`config.mk`:
```
export PLATFORM = sky130hd
export DESIGN_NAME = reg_writeback_unit_flat
export DESIGN_NICKNAME = d
export VERILOG_FILES = /design/src/rtl/reg_writeback_if.sv /design/src/rtl/reg_writeback_unit.sv /design/src/flat_wrapper.sv
export SDC_FILE = /design/constraint.sdc
export NUM_CORES = 1
export LEC_CHECK = 0
export BUFFER_PORTS_ARGS = -buffer_cell sky130_fd_sc_hd__buf_2
export CAP_MARGIN = 25
export CELL_PAD_IN_SITES_DETAIL_PLACEMENT = 2
export CELL_PAD_IN_SITES_GLOBAL_PLACEMENT = 2
export CORE_ASPECT_RATIO = 0.6
export CORE_UTILIZATION = 34
export CTS_CLUSTER_DIAMETER = 120
export CTS_CLUSTER_SIZE = 25
export DETAILED_ROUTE_END_ITERATION = 6
export GPL_ROUTABILITY_DRIVEN = 0
export PLACE_DENSITY_LB_ADDON = 0.08
export SYNTH_ARGS = -nofsm -noshare
export SYNTH_HDL_FRONTEND = slang
export SYNTH_SLANG_ARGS = --single-unit
export TNS_END_PERCENT = 30
```
`constraint.sdc`:
```
create_clock -name clk -period 4.1 [get_ports clk]
set_input_delay 0.205 -clock clk [delete_from_list [all_inputs] [get_ports clk]]
set_output_delay 0.205 -clock clk [all_outputs]
set_load 0.05 [all_outputs]
```
`src/rtl/reg_writeback_if.sv`:
```
// reg_writeback_if: result inputs, register-file write port and bypass lookups of the writeback unit
interface reg_writeback_if #(
  parameter int DATA_W = 32,
  parameter int ADDR_W = 5
);
  logic              alu_valid;
  logic              alu_ready;
  logic [ADDR_W-1:0] alu_rd;
  logic [DATA_W-1:0] alu_data;
  logic              ld_valid;
  logic              ld_ready;
  logic [ADDR_W-1:0] ld_rd;
  logic [DATA_W-1:0] ld_data;
  logic              reg_we;
  logic [ADDR_W-1:0] dstreg_num;
  logic [DATA_W-1:0] dstreg_data;
  logic [ADDR_W-1:0] byp1_num;
  logic              byp1_hit;
  logic [DATA_W-1:0] byp1_data;
  logic [ADDR_W-1:0] byp2_num;
  logic              byp2_hit;
  logic [DATA_W-1:0] byp2_data;
  logic              wb_idle;
  modport master (
    output alu_valid, alu_rd, alu_data, ld_valid, ld_rd, ld_data, byp1_num, byp2_num,
    input  alu_ready, ld_ready, reg_we, dstreg_num, dstreg_data,
    input  byp1_hit, byp1_data, byp2_hit, byp2_data, wb_idle
  );
  modport slave (
    input  alu_valid, alu_rd, alu_data, ld_valid, ld_rd, ld_data, byp1_num, byp2_num,
    output alu_ready, ld_ready, reg_we, dstreg_num, dstreg_data,
    output byp1_hit, byp1_data, byp2_hit, byp2_data, wb_idle
  );
endinterface

```
`src/rtl/reg_writeback_unit.sv`:
```
// reg_writeback_unit: in-order write queue feeding the register file write port, with two bypass lookups
module reg_writeback_unit #(
  parameter int DEPTH  = 4,
  parameter int DATA_W = 32,
  parameter int ADDR_W = 5
) (
  input logic clk,
  input logic rst,
  reg_writeback_if.slave wb
);
  localparam int PTR_W = $clog2(DEPTH);
  localparam int CNT_W = PTR_W + 1;
  logic [ADDR_W-1:0] r_q_rd   [DEPTH];
  logic [DATA_W-1:0] r_q_data [DEPTH];
  logic [PTR_W-1:0]  r_head;
  logic [PTR_W-1:0]  r_tail;
  logic [CNT_W-1:0]  r_count;
  logic              r_we;
  logic [ADDR_W-1:0] r_num;
  logic [DATA_W-1:0] r_data;
  logic              w_ready;
  logic              w_ld_en;
  logic              w_alu_en;
  logic              w_deq;
  logic [PTR_W-1:0]  w_alu_ptr;
  logic [DATA_W:0]   w_byp1;
  logic [DATA_W:0]   w_byp2;
  // Two free slots are always kept so both sources can be accepted in one cycle
  assign w_ready   = (CNT_W'(DEPTH) - r_count) >= CNT_W'(2);
  assign w_ld_en   = wb.ld_valid && w_ready && (wb.ld_rd != '0);
  assign w_alu_en  = wb.alu_valid && w_ready && (wb.alu_rd != '0);
  assign w_deq     = r_count != '0;
  assign w_alu_ptr = r_tail + PTR_W'(w_ld_en);
  // Youngest matching candidate wins: output register first, then queue oldest to youngest overrides
  function automatic logic [DATA_W:0] lookup(input logic [ADDR_W-1:0] num);
    logic [DATA_W:0]  res;
    logic [PTR_W-1:0] idx;
    res = (r_we && r_num == num) ? {1'b1, r_data} : '0;
    for (int i = 0; i < DEPTH; i++) begin
      idx = r_head + PTR_W'(i);
      if (CNT_W'(i) < r_count && r_q_rd[idx] == num) res = {1'b1, r_q_data[idx]};
    end
    return (num == '0) ? '0 : res;
  endfunction
  // Bypass lookups see registered state only
  always_comb begin
    w_byp1 = lookup(wb.byp1_num);
    w_byp2 = lookup(wb.byp2_num);
  end
  // Queue storage: load entry goes in first so the ALU entry is younger
  always_ff @(posedge clk) begin
    if (w_ld_en) begin
      r_q_rd[r_tail]   <= wb.ld_rd;
      r_q_data[r_tail] <= wb.ld_data;
    end
    if (w_alu_en) begin
      r_q_rd[w_alu_ptr]   <= wb.alu_rd;
      r_q_data[w_alu_ptr] <= wb.alu_data;
    end
  end
  // Pointers wrap naturally; count moves by enqueues minus the dequeue
  always_ff @(posedge clk or negedge rst) begin
    if (!rst) begin
      r_head  <= '0;
      r_tail  <= '0;
      r_count <= '0;
    end else begin
      r_head  <= r_head + PTR_W'(w_deq);
      r_tail  <= r_tail + PTR_W'(w_ld_en) + PTR_W'(w_alu_en);
      r_count <= r_count + CNT_W'(w_ld_en) + CNT_W'(w_alu_en) - CNT_W'(w_deq);
    end
  end
  // Register-file write port: head moves out every cycle the queue is non-empty
  always_ff @(posedge clk or negedge rst) begin
    if (!rst) begin
      r_we   <= 1'b0;
      r_num  <= '0;
      r_data <= '0;
    end else begin
      r_we <= w_deq;
      if (w_deq) begin
        r_num  <= r_q_rd[r_head];
        r_data <= r_q_data[r_head];
      end
    end
  end
  assign wb.alu_ready   = w_ready;
  assign wb.ld_ready    = w_ready;
  assign wb.reg_we      = r_we;
  assign wb.dstreg_num  = r_num;
  assign wb.dstreg_data = r_data;
  assign wb.byp1_hit    = w_byp1[DATA_W];
  assign wb.byp1_data   = w_byp1[DATA_W-1:0];
  assign wb.byp2_hit    = w_byp2[DATA_W];
  assign wb.byp2_data   = w_byp2[DATA_W-1:0];
  assign wb.wb_idle     = (r_count == '0) && !r_we;
endmodule

```
`src/flat_wrapper.sv`:
```
// flat-port wrapper written by rule: the top's interface ports become plain ports
module reg_writeback_unit_flat 
#(
  parameter int DEPTH  = 4,
  parameter int DATA_W = 32,
  parameter int ADDR_W = 5
)
  (clk, rst, wb_alu_valid, wb_alu_rd, wb_alu_data, wb_ld_valid, wb_ld_rd, wb_ld_data, wb_byp1_num, wb_byp2_num, wb_alu_ready, wb_ld_ready, wb_reg_we, wb_dstreg_num, wb_dstreg_data, wb_byp1_hit, wb_byp1_data, wb_byp2_hit, wb_byp2_data, wb_wb_idle);
  reg_writeback_if #(.DATA_W(DATA_W), .ADDR_W(ADDR_W)) wb_i ();
  input logic clk;
  input logic rst;
  input wire logic [$bits(wb_i.alu_valid)-1:0] wb_alu_valid;
  input wire logic [$bits(wb_i.alu_rd)-1:0] wb_alu_rd;
  input wire logic [$bits(wb_i.alu_data)-1:0] wb_alu_data;
  input wire logic [$bits(wb_i.ld_valid)-1:0] wb_ld_valid;
  input wire logic [$bits(wb_i.ld_rd)-1:0] wb_ld_rd;
  input wire logic [$bits(wb_i.ld_data)-1:0] wb_ld_data;
  input wire logic [$bits(wb_i.byp1_num)-1:0] wb_byp1_num;
  input wire logic [$bits(wb_i.byp2_num)-1:0] wb_byp2_num;
  output wire logic [$bits(wb_i.alu_ready)-1:0] wb_alu_ready;
  output wire logic [$bits(wb_i.ld_ready)-1:0] wb_ld_ready;
  output wire logic [$bits(wb_i.reg_we)-1:0] wb_reg_we;
  output wire logic [$bits(wb_i.dstreg_num)-1:0] wb_dstreg_num;
  output wire logic [$bits(wb_i.dstreg_data)-1:0] wb_dstreg_data;
  output wire logic [$bits(wb_i.byp1_hit)-1:0] wb_byp1_hit;
  output wire logic [$bits(wb_i.byp1_data)-1:0] wb_byp1_data;
  output wire logic [$bits(wb_i.byp2_hit)-1:0] wb_byp2_hit;
  output wire logic [$bits(wb_i.byp2_data)-1:0] wb_byp2_data;
  output wire logic [$bits(wb_i.wb_idle)-1:0] wb_wb_idle;
  assign wb_i.alu_valid = wb_alu_valid;
  assign wb_i.alu_rd = wb_alu_rd;
  assign wb_i.alu_data = wb_alu_data;
  assign wb_i.ld_valid = wb_ld_valid;
  assign wb_i.ld_rd = wb_ld_rd;
  assign wb_i.ld_data = wb_ld_data;
  assign wb_i.byp1_num = wb_byp1_num;
  assign wb_i.byp2_num = wb_byp2_num;
  assign wb_alu_ready = wb_i.alu_ready;
  assign wb_ld_ready = wb_i.ld_ready;
  assign wb_reg_we = wb_i.reg_we;
  assign wb_dstreg_num = wb_i.dstreg_num;
  assign wb_dstreg_data = wb_i.dstreg_data;
  assign wb_byp1_hit = wb_i.byp1_hit;
  assign wb_byp1_data = wb_i.byp1_data;
  assign wb_byp2_hit = wb_i.byp2_hit;
  assign wb_byp2_data = wb_i.byp2_data;
  assign wb_wb_idle = wb_i.wb_idle;
  reg_writeback_unit #(.DEPTH(DEPTH), .DATA_W(DATA_W), .ADDR_W(ADDR_W)) u_core (.clk(clk), .rst(rst), .wb(wb_i));
endmodule
```
Word level (Yosys, flattened, before mapping)
Memory sizes are Yosys's and may differ from the RTL's. Index checks and enable logic that the tools add are counted.

Logic and storage cells: 71. Memory bits (writable): 148. Memories kept: 2. Register bits: 45. Input port bits: 88. Output and inout port bits: 107.

Memories: u_core.r_q_data (depth 4, bits a word 32, read ports 4, clocked after memory_dff 0, wr ports 2, line reg_writeback_unit.sv:14) `logic [DATA_W-1:0] r_q_data [DEPTH];`; u_core.r_q_rd (depth 4, bits a word 5, read ports 4, clocked after memory_dff 0, wr ports 2, line reg_writeback_unit.sv:13) `logic [ADDR_W-1:0] r_q_rd [DEPTH];`.

Reduce and logical (&&, ||, !) cells: 22. Order comparisons: 5. Eq/ne operators: 10. Muxes and demuxes: 16. Add/subtract/negate cells: 10.

Operators by type and width (count): 33-bit 2-to-1 mux (12); 5-bit == test (10); 1-bit logical AND (15); 5-bit zero test (2); 5-bit nonzero test (2); 2-bit by 1-bit adder with 2-bit output (3); 3-bit by 1-bit adder with 3-bit output (2); 1-bit by 3-bit less-than comparator with 1-bit output, first input constant (2); 2-bit by 3-bit less-than comparator with 1-bit output, first input constant (2); 2-bit adder, second input constant (2); 1-bit 2-to-1 mux (4); 3-bit by 2-bit greater-or-equal comparator with 1-bit output, second input constant (1); 3-bit zero test (1); 3-bit nonzero test (1); 3-bit by 1-bit subtractor with 3-bit output (1); 3-bit subtractor, first input constant (1); 2-bit by 1-bit adder with 2-bit output, second input constant (1); 1-bit zero test (1).

Logic depth before layout (Yosys ltp)
Gate-level depths: netlist of run 1.

Depth after elaboration: 8. Mapped depth: 12. Gate-level depth less buffers: 10.

Least setup slack after synthesis of run 1
No wires, ideal clock.

Path type: reg-to-reg. Start point: reg u_core.r_count[1]. End point: mem u_core.r_q_data[2][0] (enable). Cell stages (with the launch flop): 13. Arrival time: 4096 ps. Library setup time: 439 ps. Clock period less this slack: 4535 ps. Path slack: -435 ps. Data required time: 3661 ps. Buffers on the path: 2. Cell sequence: dfrtp_1 inv_1 ha_1 ha_1 or3b_2 o211ai_1 inv_1 ha_1 xnor2_1 nor3_1 clkbuf_1 buf_1 o21bai_1.

RTL lines: from (decl) (line reg_writeback_unit.sv:17) `logic [CNT_W-1:0] r_count;`; from (signal assigned) (line reg_writeback_unit.sv:70) `r_count <= r_count + CNT_W'(w_ld_en) + CNT_W'(w_alu_en) - CNT_W'(w_deq);`; to (decl) (line reg_writeback_unit.sv:14).

Worst setup path after layout of run 1
Start point: reg u_core.r_head[1]. End point: out wb_byp1_data[9].

Word-level cells in the longest chain between the ends: 8. Elaborated cells between the ends (all ways): 18. Those cells by class: add/sub (3); eq/ne (4); mux (5); reduce/logical (4); memory (2).

RTL lines: from (decl) (line reg_writeback_unit.sv:15) `logic [PTR_W-1:0] r_head;`; from (signal assigned) (line reg_writeback_unit.sv:68) `r_head <= r_head + PTR_W'(w_deq);`; 2-bit by 1-bit adder with 2-bit output or memory 4 x 5 bit (tied branches); memory 4 x 5 bit or 5-bit == test (tied branches); 5-bit == test or 1-bit logical AND (tied branches) (line reg_writeback_unit.sv:41) `if (CNT_W'(i) < r_count && r_q_rd[idx] == num) res = {1'b1, r_q_data[idx]};`; 1-bit logical AND or 33-bit 2-to-1 mux (tied branches) (line reg_writeback_unit.sv:41); 33-bit 2-to-1 mux (2 in a row) (line reg_writeback_unit.sv:41); 33-bit 2-to-1 mux * (line reg_writeback_unit.sv:41); 33-bit 2-to-1 mux * (line reg_writeback_unit.sv:43) `return (num == '0) ? '0 : res;`; to (decl) (line flat_wrapper.sv:26) `output wire logic [$bits(wb_i.byp1_data)-1:0] wb_byp1_data;`.

Mark *: on every way between the ends. The rest lies on a longest branch, timed or not.

==> summary.md, run 1 <==
| Metric | Value |
|---|---|
| Crit path largest cell delay | `0.64 ns` |
| Filler cells | `4,634` |
| Cell count of the worst reg-to-reg path | `12` |
| Crit path launch type | `register` |
| Fin. Hold Viols | `0` |
| Shortest period the worst path allows | `3.92 ns` |
| Gate Count Post-Synth | `1,541` |
| Number of pins exceeding their max-slew limit in the final report | `0` |
| Vias | `13,900` |
| Global router's overall resource usage | `0.306` |
| Peak clock frequency supported by timing | `0.255 GHz` |
| Headroom to the max-slew limit | `0.325` |
| Worst setup slack after layout | `0.181 ns` |
| NumNets Final | `1,758` |
| Detailed placer's ending HPWL | `54,700 um` |
| Summed negative setup slack over all endpoints | `0 ns` |
| Area of the mapped netlist | `15,400 um2` |
| Critical Path AT | `3.71 ns` |
| Final instance area | `17,800 um2` |
| Endpoint type of the worst setup path | `output port` |
| Slew at the pin with the worst max-slew slack | `1.00 ns` |
| Residual DRC | `0` |
| Maximum buffer depth of the clock tree | `2` |
| CP Data Required Time | `3.89 ns` |
| Via count of the first global-routing pass | `13,600` |
| Share of flip-flops with an asynchronous set or reset after synthesis | `0.233` |
| Number of primary I/O pins | `195` |
| Setup repair after global routing missed its margin | `false` |
| Final period utilization | `0.956` |
| Leftover overflow at the end of global routing | `0` |
| Growth of design area from synthesis to finish | `15.6%` |
| Unique cell type count in the Yosys netlist | `51` |
| Flop and latch count out of synthesis | `193` |
| Horizontal die dimension | `276 um` |
| Sequential fraction of the synthesis area | `0.362` |
| Number of sinks on the clock net | `193` |
| Largest fanout on the critical path | `86` |
| Average cell area after synthesis | `9.97 um2` |
| Max-capacitance violation count | `0` |
| Initial antenna violation count | `0` |
| Run status | `finished, final reports clean` |
| Critical-path cell list | `buf_16, buf_12, mux2_2, o21ai_0, o211ai_1, o31ai_1, o221ai_2, buf_2` |
| Final clock skew | `0.0174 ns` |
| Die Y | `167 um` |
| CTS H-Tree Depth | `4` |
| Largest net degree at the start of global routing | `90` |
| Critical path start-end classification | `reg -> out` |
| Kind of path behind the tightest hold check | `in -> reg` |
| Number of buffers inserted during clock tree synthesis | `17` |
| End point of the most critical hold path | `u_core.r_q_data[1][17]` |
| Number of cell rows | `59` |
| Hold Path Origin | `wb_ld_data[17]` |
| CTS root buffer | `sky130_fd_sc_hd__clkbuf_16` |
| Fraction of final layout cells with drive strength greater than 1 | `0.324` |
| Port-buffer cells | `194` |
| Global-route wire length before repair | `102,000 um` |
| Total instance count after detailed placement | `2,215` |
| Ys flop type | `sky130_fd_sc_hd__edfxtp_1` |
| CTS tree | `done` |
| DRT Pass-1 Iters | `5` |
| Number of standard cells in the layout, taps in and fillers out | `2,253` |
| Die area | `46,100 um2` |
| Worst setup slack for register-to-register paths | `0.47 ns` |
| Clock transition at the register clock pins on the worst setup and hold paths after CTS | `0.11 ns` |
| Count of routing violations after the opening detailed-route iteration | `1,750` |
| Overall routed net length | `72,500 um` |
| Worst-skew pair later-pin latency | `0.48 ns` |
| Reg-to-reg critical path startpoint | `u_core.r_count[1]` |
| Core outline area | `43,900 um2` |
| Area after DPL | `17,000 um2` |
| Via density per instance | `6.17` |
| Initial core utilization | `0.350` |
| Worst Hold Path Cells | `2` |
| Critical-path top delay cell | `sky130_fd_sc_hd__o21ai_0` |
| Yosys warns | `0` |
| Number of nets with antenna violations after routing | `0` |
| Wire per inst | `32.2 um` |
| Net Count, Synth | `1,640` |
| Total setup violations reported at the end of the flow | `0` |
| R2R Path End | `u_core.r_q_data[3][3]` |
| Number of enable-type register cells in the synthesized netlist | `148` |
| Startpoint of the most critical setup path | `u_core.r_head[1]` |
| Placement-stage worst setup slack | `0.484 ns` |
## routing by layer
layer  track usage  vias to the layer above  part of all wire
met1         0.523                     7166              0.54
met5             0                        -                 0
met2         0.351                      588              0.35
li1              -                     6110                 -
met4        0.0449                        0            0.0094
met3        0.0978                       32              0.10
## worst max path at each step
stage,endpoint,depth (start not counted)
floorplan,u_core.r_q_data[2][0],12
global placement,wb_byp2_data[1],7
detailed placement,u_core.r_q_data[3][7],12
CTS,wb_byp1_data[13],9
global route,wb_byp2_data[20],8
finish,wb_byp1_data[9],8
## placed cells by master, fill, tap and decap left out, types with 15 or more instances in the layout
cell and instances:
sky130_fd_sc_hd__dfrtp_1 43, sky130_fd_sc_hd__o21ai_1 37, sky130_fd_sc_hd__mux2i_1 69, sky130_fd_sc_hd__o211ai_1 34, sky130_fd_sc_hd__inv_1 40, sky130_fd_sc_hd__buf_4 48, sky130_fd_sc_hd__mux4_2 15, sky130_fd_sc_hd__and2_1 32
sky130_fd_sc_hd__o31ai_1 32, sky130_fd_sc_hd__o221ai_2 30, sky130_fd_sc_hd__a32oi_1 32, sky130_fd_sc_hd__a211o_1 32, sky130_fd_sc_hd__edfxtp_1 148, sky130_fd_sc_hd__clkbuf_16 18, sky130_fd_sc_hd__a221oi_1 31, sky130_fd_sc_hd__xnor2_1 32
sky130_fd_sc_hd__o21a_1 33, sky130_fd_sc_hd__nand2_1 150, sky130_fd_sc_hd__and3_1 32, sky130_fd_sc_hd__o21ai_0 90, sky130_fd_sc_hd__a211oi_1 32, sky130_fd_sc_hd__buf_2 194, sky130_fd_sc_hd__nor2b_1 31, sky130_fd_sc_hd__xor2_1 24
sky130_fd_sc_hd__a21oi_1 67, sky130_fd_sc_hd__nor3_1 64, sky130_fd_sc_hd__mux2_2 181
## cell type report
| type | count | area [um2] | share of cell area |
|---|---|---|---|
| diodes | 2 | 5.00 | 0.000282 |
| clock buffers | 17 | 425 | 0.0239 |
| clock inverters | 15 | 219 | 0.0123 |
| inverters | 42 | 159 | 0.00894 |
| multi-input cells | 1147 | 9010 | 0.507 |
| flip-flops and latches | 193 | 5580 | 0.314 |
| well taps | 579 | 724 | 0.0408 |
| repair buffers | 258 | 1650 | 0.0928 |
## state kept, by name, indices dropped and copies added, names as in the netlist
register	flops
u_core.r_q_rd	20
u_core.r_tail	2
u_core.r_q_data	128
u_core.wb.reg_we	1
u_core.r_count	3
u_core.wb.dstreg_data	32
u_core.wb.dstreg_num	5
u_core.r_head	2
## cells by family (layout without fill, tap and decap cells)
logic type	count (synthesis)	in the layout	synth area share
AOI/OAI and AO/OA	459	459	0.215
other	0	2	0
DFF	193	193	0.362
buffers and inverters	201	332	0.0589
adders and majority gates	11	11	0.00993
muxes	271	271	0.209
xor gates and xnor gates	56	56	0.0319
and+or+nand+nor	350	350	0.113
## worst max-delay path, delay by kind of cell, from the launching register on
kind,cells,cell delay (ns)
AO/OA/AOI/OAI,4,1.22
buffers and inverters,3,0.90
flip-flops,1,0.60
multiplexers,1,0.45
## synthesized netlist by cell type, types with 2 or more instances
cell type                  instances  area share
sky130_fd_sc_hd__ha_1              9      0.0073
sky130_fd_sc_hd__mux2i_1          70       0.046
sky130_fd_sc_hd__nand4_1           5      0.0020
sky130_fd_sc_hd__o211ai_1         34       0.017
sky130_fd_sc_hd__o21a_1           33       0.016
sky130_fd_sc_hd__nor2_1            9      0.0022
sky130_fd_sc_hd__buf_2            33       0.011
sky130_fd_sc_hd__fa_1              2      0.0026
sky130_fd_sc_hd__o21ai_1          32       0.010
sky130_fd_sc_hd__buf_1             6      0.0015
sky130_fd_sc_hd__o221ai_2         30       0.029
sky130_fd_sc_hd__a21oi_1          69       0.022
sky130_fd_sc_hd__a32oi_1          32       0.018
sky130_fd_sc_hd__buf_6             8      0.0059
sky130_fd_sc_hd__a211oi_1         32       0.016
sky130_fd_sc_hd__nor3_1           69       0.022
sky130_fd_sc_hd__and2_1           32       0.013
sky130_fd_sc_hd__nor4_1            3      0.0012
sky130_fd_sc_hd__dfrtp_1          45       0.073
sky130_fd_sc_hd__clkbuf_1        102       0.025
sky130_fd_sc_hd__nand2_1         150       0.037
sky130_fd_sc_hd__o21ai_0          95       0.031
sky130_fd_sc_hd__nor2b_1          31       0.013
sky130_fd_sc_hd__or4_1             5      0.0024
sky130_fd_sc_hd__o221ai_1          2      0.0011
sky130_fd_sc_hd__nor3_2            3      0.0020
sky130_fd_sc_hd__o31ai_1          32       0.016
sky130_fd_sc_hd__mux2_2          181        0.13
sky130_fd_sc_hd__and3_1           32       0.013
sky130_fd_sc_hd__xnor2_1          32       0.018
sky130_fd_sc_hd__mux4_2           15       0.022
sky130_fd_sc_hd__buf_4             9      0.0044
sky130_fd_sc_hd__xor2_1           24       0.014
sky130_fd_sc_hd__inv_1            41       0.010
sky130_fd_sc_hd__a211o_1          32       0.018
sky130_fd_sc_hd__mux4_1            5      0.0085
sky130_fd_sc_hd__a221oi_1         32       0.018
sky130_fd_sc_hd__edfxtp_1        148        0.29
sky130_fd_sc_hd__nand3_1           5      0.0016
## repair_timing
action	in CTS	in global routing
gates resized for setup	1	8
endpoints found under the setup margin	1	43
endpoints found under the hold margin	45	0
setup buffers	0	2
hold buffers	1	0
pin swaps	0	0
gates cloned	0	1
## per-stage QoR
step	util	hold WS (ns)
global placement	0.387	0.389
floorplan	-	-0.0906
detailed placement	0.388	0.403
finish	0.404	0.0576
CTS	0.403	0.0434
global route	0.404	0.0579
Power of run 1 is left out: the tool's default activity adds up to more than one toggle a clock period on the data nets, which glitch-free logic cannot reach.
==> inputs of run 2 (changes only) <==
--- a/config.mk
+++ b/config.mk
@@ -5,12 +5,13 @@
 export SDC_FILE = /design/constraint.sdc
 export NUM_CORES = 1
 export LEC_CHECK = 0
+export ABC_AREA = 1
 export BUFFER_PORTS_ARGS = -buffer_cell sky130_fd_sc_hd__buf_2
 export CAP_MARGIN = 25
 export CELL_PAD_IN_SITES_DETAIL_PLACEMENT = 2
 export CELL_PAD_IN_SITES_GLOBAL_PLACEMENT = 2
 export CORE_ASPECT_RATIO = 0.6
-export CORE_UTILIZATION = 34
+export CORE_UTILIZATION = 29
 export CTS_CLUSTER_DIAMETER = 120
 export CTS_CLUSTER_SIZE = 25
 export DETAILED_ROUTE_END_ITERATION = 6
==> summary.md, run 2 <==
| Metric | Value |
|---|---|
| Run status | `finished, final reports clean` |
| CP Data Required Time | `3.89 ns` |
| Wire per inst | `25.1 um` |
| NumNets Final | `2,680` |
| Gate Count Post-Synth | `2,477` |
| Largest fanout on the critical path | `102` |
| Kind of path behind the tightest hold check | `in -> reg` |
| Global-route wire length before repair | `120,000 um` |
| Ys flop type | `sky130_fd_sc_hd__edfxtp_1` |
| Die area | `55,100 um2` |
| Final clock skew | `0.0175 ns` |
| Number of sinks on the clock net | `193` |
| Worst-skew pair later-pin latency | `0.48 ns` |
| Finished Core Util | `0.343` |
| Growth of design area from synthesis to finish | `15.7%` |
| Number of cell rows | `65` |
| Number of primary I/O pins | `195` |
| Crit path max-delay family | `compound AO/OA/AOI/OAI gates` |
| Hold Path Origin | `wb_ld_data[5]` |
| Average cell area after synthesis | `6.34 um2` |
| Synth top area share | `0.283` |
| Reg-to-reg critical path startpoint | `u_core.r_count[0]` |
| Most flop-heavy register | `u_core.r_q_data` |
| Startpoint of the most critical setup path | `u_core.r_head[0]` |
| Most frequent cell after synthesis | `sky130_fd_sc_hd__nand2_1` |
| DRT Pass-1 Iters | `5` |
| Critical-path cell list | `clkinv_4, buf_12, o21ai_0, o21ai_0, nand4_1, nand3_1, nand3_1, a21oi_1, buf_2` |
| Critical path start-end classification | `reg -> out` |
| Cell type with the highest aggregate area in the netlist | `sky130_fd_sc_hd__edfxtp_1` |
| Initial antenna violation count | `0` |
| Count of routing violations after the opening detailed-route iteration | `2,097` |
| Most common cell after layout, fill and taps aside | `sky130_fd_sc_hd__nand2_1` |
| Number of enable-type register cells in the synthesized netlist | `148` |
| Slew at the pin with the worst max-slew slack | `1.14 ns` |
| CTS tree | `done` |
| Leftover overflow at the end of global routing | `0` |
| Crit path launch type | `register` |
| Core outline area | `53,000 um2` |
| Cells taking the most area after synthesis | `sky130_fd_sc_hd__edfxtp_1 28%, sky130_fd_sc_hd__nand2_1 19%, sky130_fd_sc_hd__o21ai_0 15%` |
| Ranking of synthesized cells by instance count | `785 x sky130_fd_sc_hd__nand2_1, 459 x sky130_fd_sc_hd__o21ai_0, 288 x sky130_fd_sc_hd__nor2_1, 183 x sky130_fd_sc_hd__nand3_1, 177 x sky130_fd_sc_hd__inv_1` |
| Largest register FFs | `128` |
| Share of flip-flops with an asynchronous set or reset after synthesis | `0.233` |
| Summed negative setup slack over all endpoints | `0 ns` |
| Unique cell type count in the Yosys netlist | `39` |
| Port-buffer cells | `194` |
| Number of nets with antenna violations after routing | `0` |
| Residual DRC | `0` |
| Global router's overall resource usage | `0.298` |
| R2R Path End | `u_core.r_q_data[1][30]` |
| Via density per instance | `5.48` |
| CTS H-Tree Depth | `4` |
| Crit path largest cell delay | `0.91 ns` |
| Flop and latch count out of synthesis | `193` |
| CTS root buffer | `sky130_fd_sc_hd__clkbuf_16` |
| Die Y | `182 um` |
| Endpoint type of the worst setup path | `output port` |
| Setup repair after global routing missed its margin | `false` |
| Cell count of the worst reg-to-reg path | `11` |
| Net Count, Synth | `2,576` |
| Critical-path top delay cell | `sky130_fd_sc_hd__o21ai_0` |
| Clock transition at the register clock pins on the worst setup and hold paths after CTS | `0.08 ns` |
| Total setup violations reported at the end of the flow | `0` |
| Critical Path AT | `3.77 ns` |
| Yosys warns | `0` |
| Number of pins exceeding their max-slew limit in the final report | `0` |
| Final period utilization | `0.970` |
| Fraction of final layout cells with drive strength greater than 1 | `0.127` |
| Commonest cells after routing, fill and taps aside | `783 x sky130_fd_sc_hd__nand2_1, 455 x sky130_fd_sc_hd__o21ai_0, 287 x sky130_fd_sc_hd__nor2_1, 193 x sky130_fd_sc_hd__buf_2, 180 x sky130_fd_sc_hd__nand3_1` |
| Worst setup slack for register-to-register paths | `0.29 ns` |
| Overall routed net length | `82,800 um` |
| Fin. Hold Viols | `0` |
| Worst Hold Path Cells | `3` |
| Sequential fraction of the synthesis area | `0.355` |
| Max-capacitance violation count | `0` |
| Area of the mapped netlist | `15,700 um2` |
| Maximum buffer depth of the clock tree | `2` |
| Vias | `18,100` |
| Total buffers and inverters traversed by the critical path | `3` |
| End point of the most critical hold path | `u_core.r_q_data[0][5]` |
| Peak clock frequency supported by timing | `0.252 GHz` |
| Initial core utilization | `0.296` |
| Largest net degree at the start of global routing | `123` |
| Headroom to the max-slew limit | `0.235` |
| Via count of the first global-routing pass | `17,400` |
| Detailed placer's ending HPWL | `64,500 um` |
| Number of buffers inserted during clock tree synthesis | `17` |
| Shortest period the worst path allows | `3.98 ns` |
| Horizontal die dimension | `302 um` |
| Worst hold slack | `0.0594 ns` |
==> run 2: worst register-to-register path: cells and delay by family (launching register included) <==
kind	cells	cell delay [ns]
adders and majority gates	3	0.74
AOI/OAI and AO/OA	2	0.57
and+or+nand+nor	3	0.84
xor gates and xnor gates	1	0.47
buffers and inverters	2	0.57
DFF	1	0.38
==> run 2: cell type report <==
type                    instances  area (um2)
fillers                      6511       34900
multi-input cells            1921        8710
flip-flops and latches        193        5570
repair buffers                267        1760
well taps                     703         880
inverters                     181         684
clock buffers                  17         425
clock inverters                15         129
diodes                          1        2.50
==> run 2: how the worst max path moves through the flow <==
stage / to / slack (ns) / cells past startpoint
6_report: wb_byp2_data[23] / 0.12 / 9
5_1_grt: wb_byp1_data[1] / 0.008 / 13
4_1_cts: wb_byp1_data[10] / 0.06 / 8
3_5_place_dp: u_core.r_q_data[1][27] / 0.39 / 11
3_3_place_gp: u_core.r_q_rd[2][0] / 0.54 / 9
2_1_floorplan: u_core.r_q_data[2][0] / -0.84 / 8
==> run 2: metrics by stage <==
step	worst slack (ns)	cell area [um2]	std cells
4_1_cts	0.0604	18100	3288
3_5_place_dp	0.389	17500	3251
5_1_grt	0.00799	18200	3297
3_3_place_gp	0.535	17400	3247
2_1_floorplan	-0.840	15700	2477
6_report	0.125	18200	3298
==> run 2: kinds of logic after synthesis <==
family,count (synthesis),synth area share
multiplexers,2,0.00128
flip-flops,193,0.355
AO/OA/AOI/OAI,553,0.178
adder cells (fa/ha/maj),11,0.00972
AND/OR/NAND/NOR,1338,0.349
buffers and inverters,364,0.0964
XOR/XNOR,16,0.0106
==> run 2: timing repair <==
item,4_1_cts,5_1_grt
buffers inserted,3,6
resized for setup,1,4
setup endpoints to repair,18,49
hold buffers,1,0
gates cloned,1,0
pin swaps,1,1
hold endpoints to repair,45,0
==> run 2: routing by layer <==
metal,GRT usage,vias up,share of wire
met5,0,-,0
met4,0.0591,0,0.016
met3,0.0660,54,0.084
met2,0.345,643,0.34
met1,0.517,9075,0.56
li1,-,8314,-
Power of run 2 is left out for the same reason.
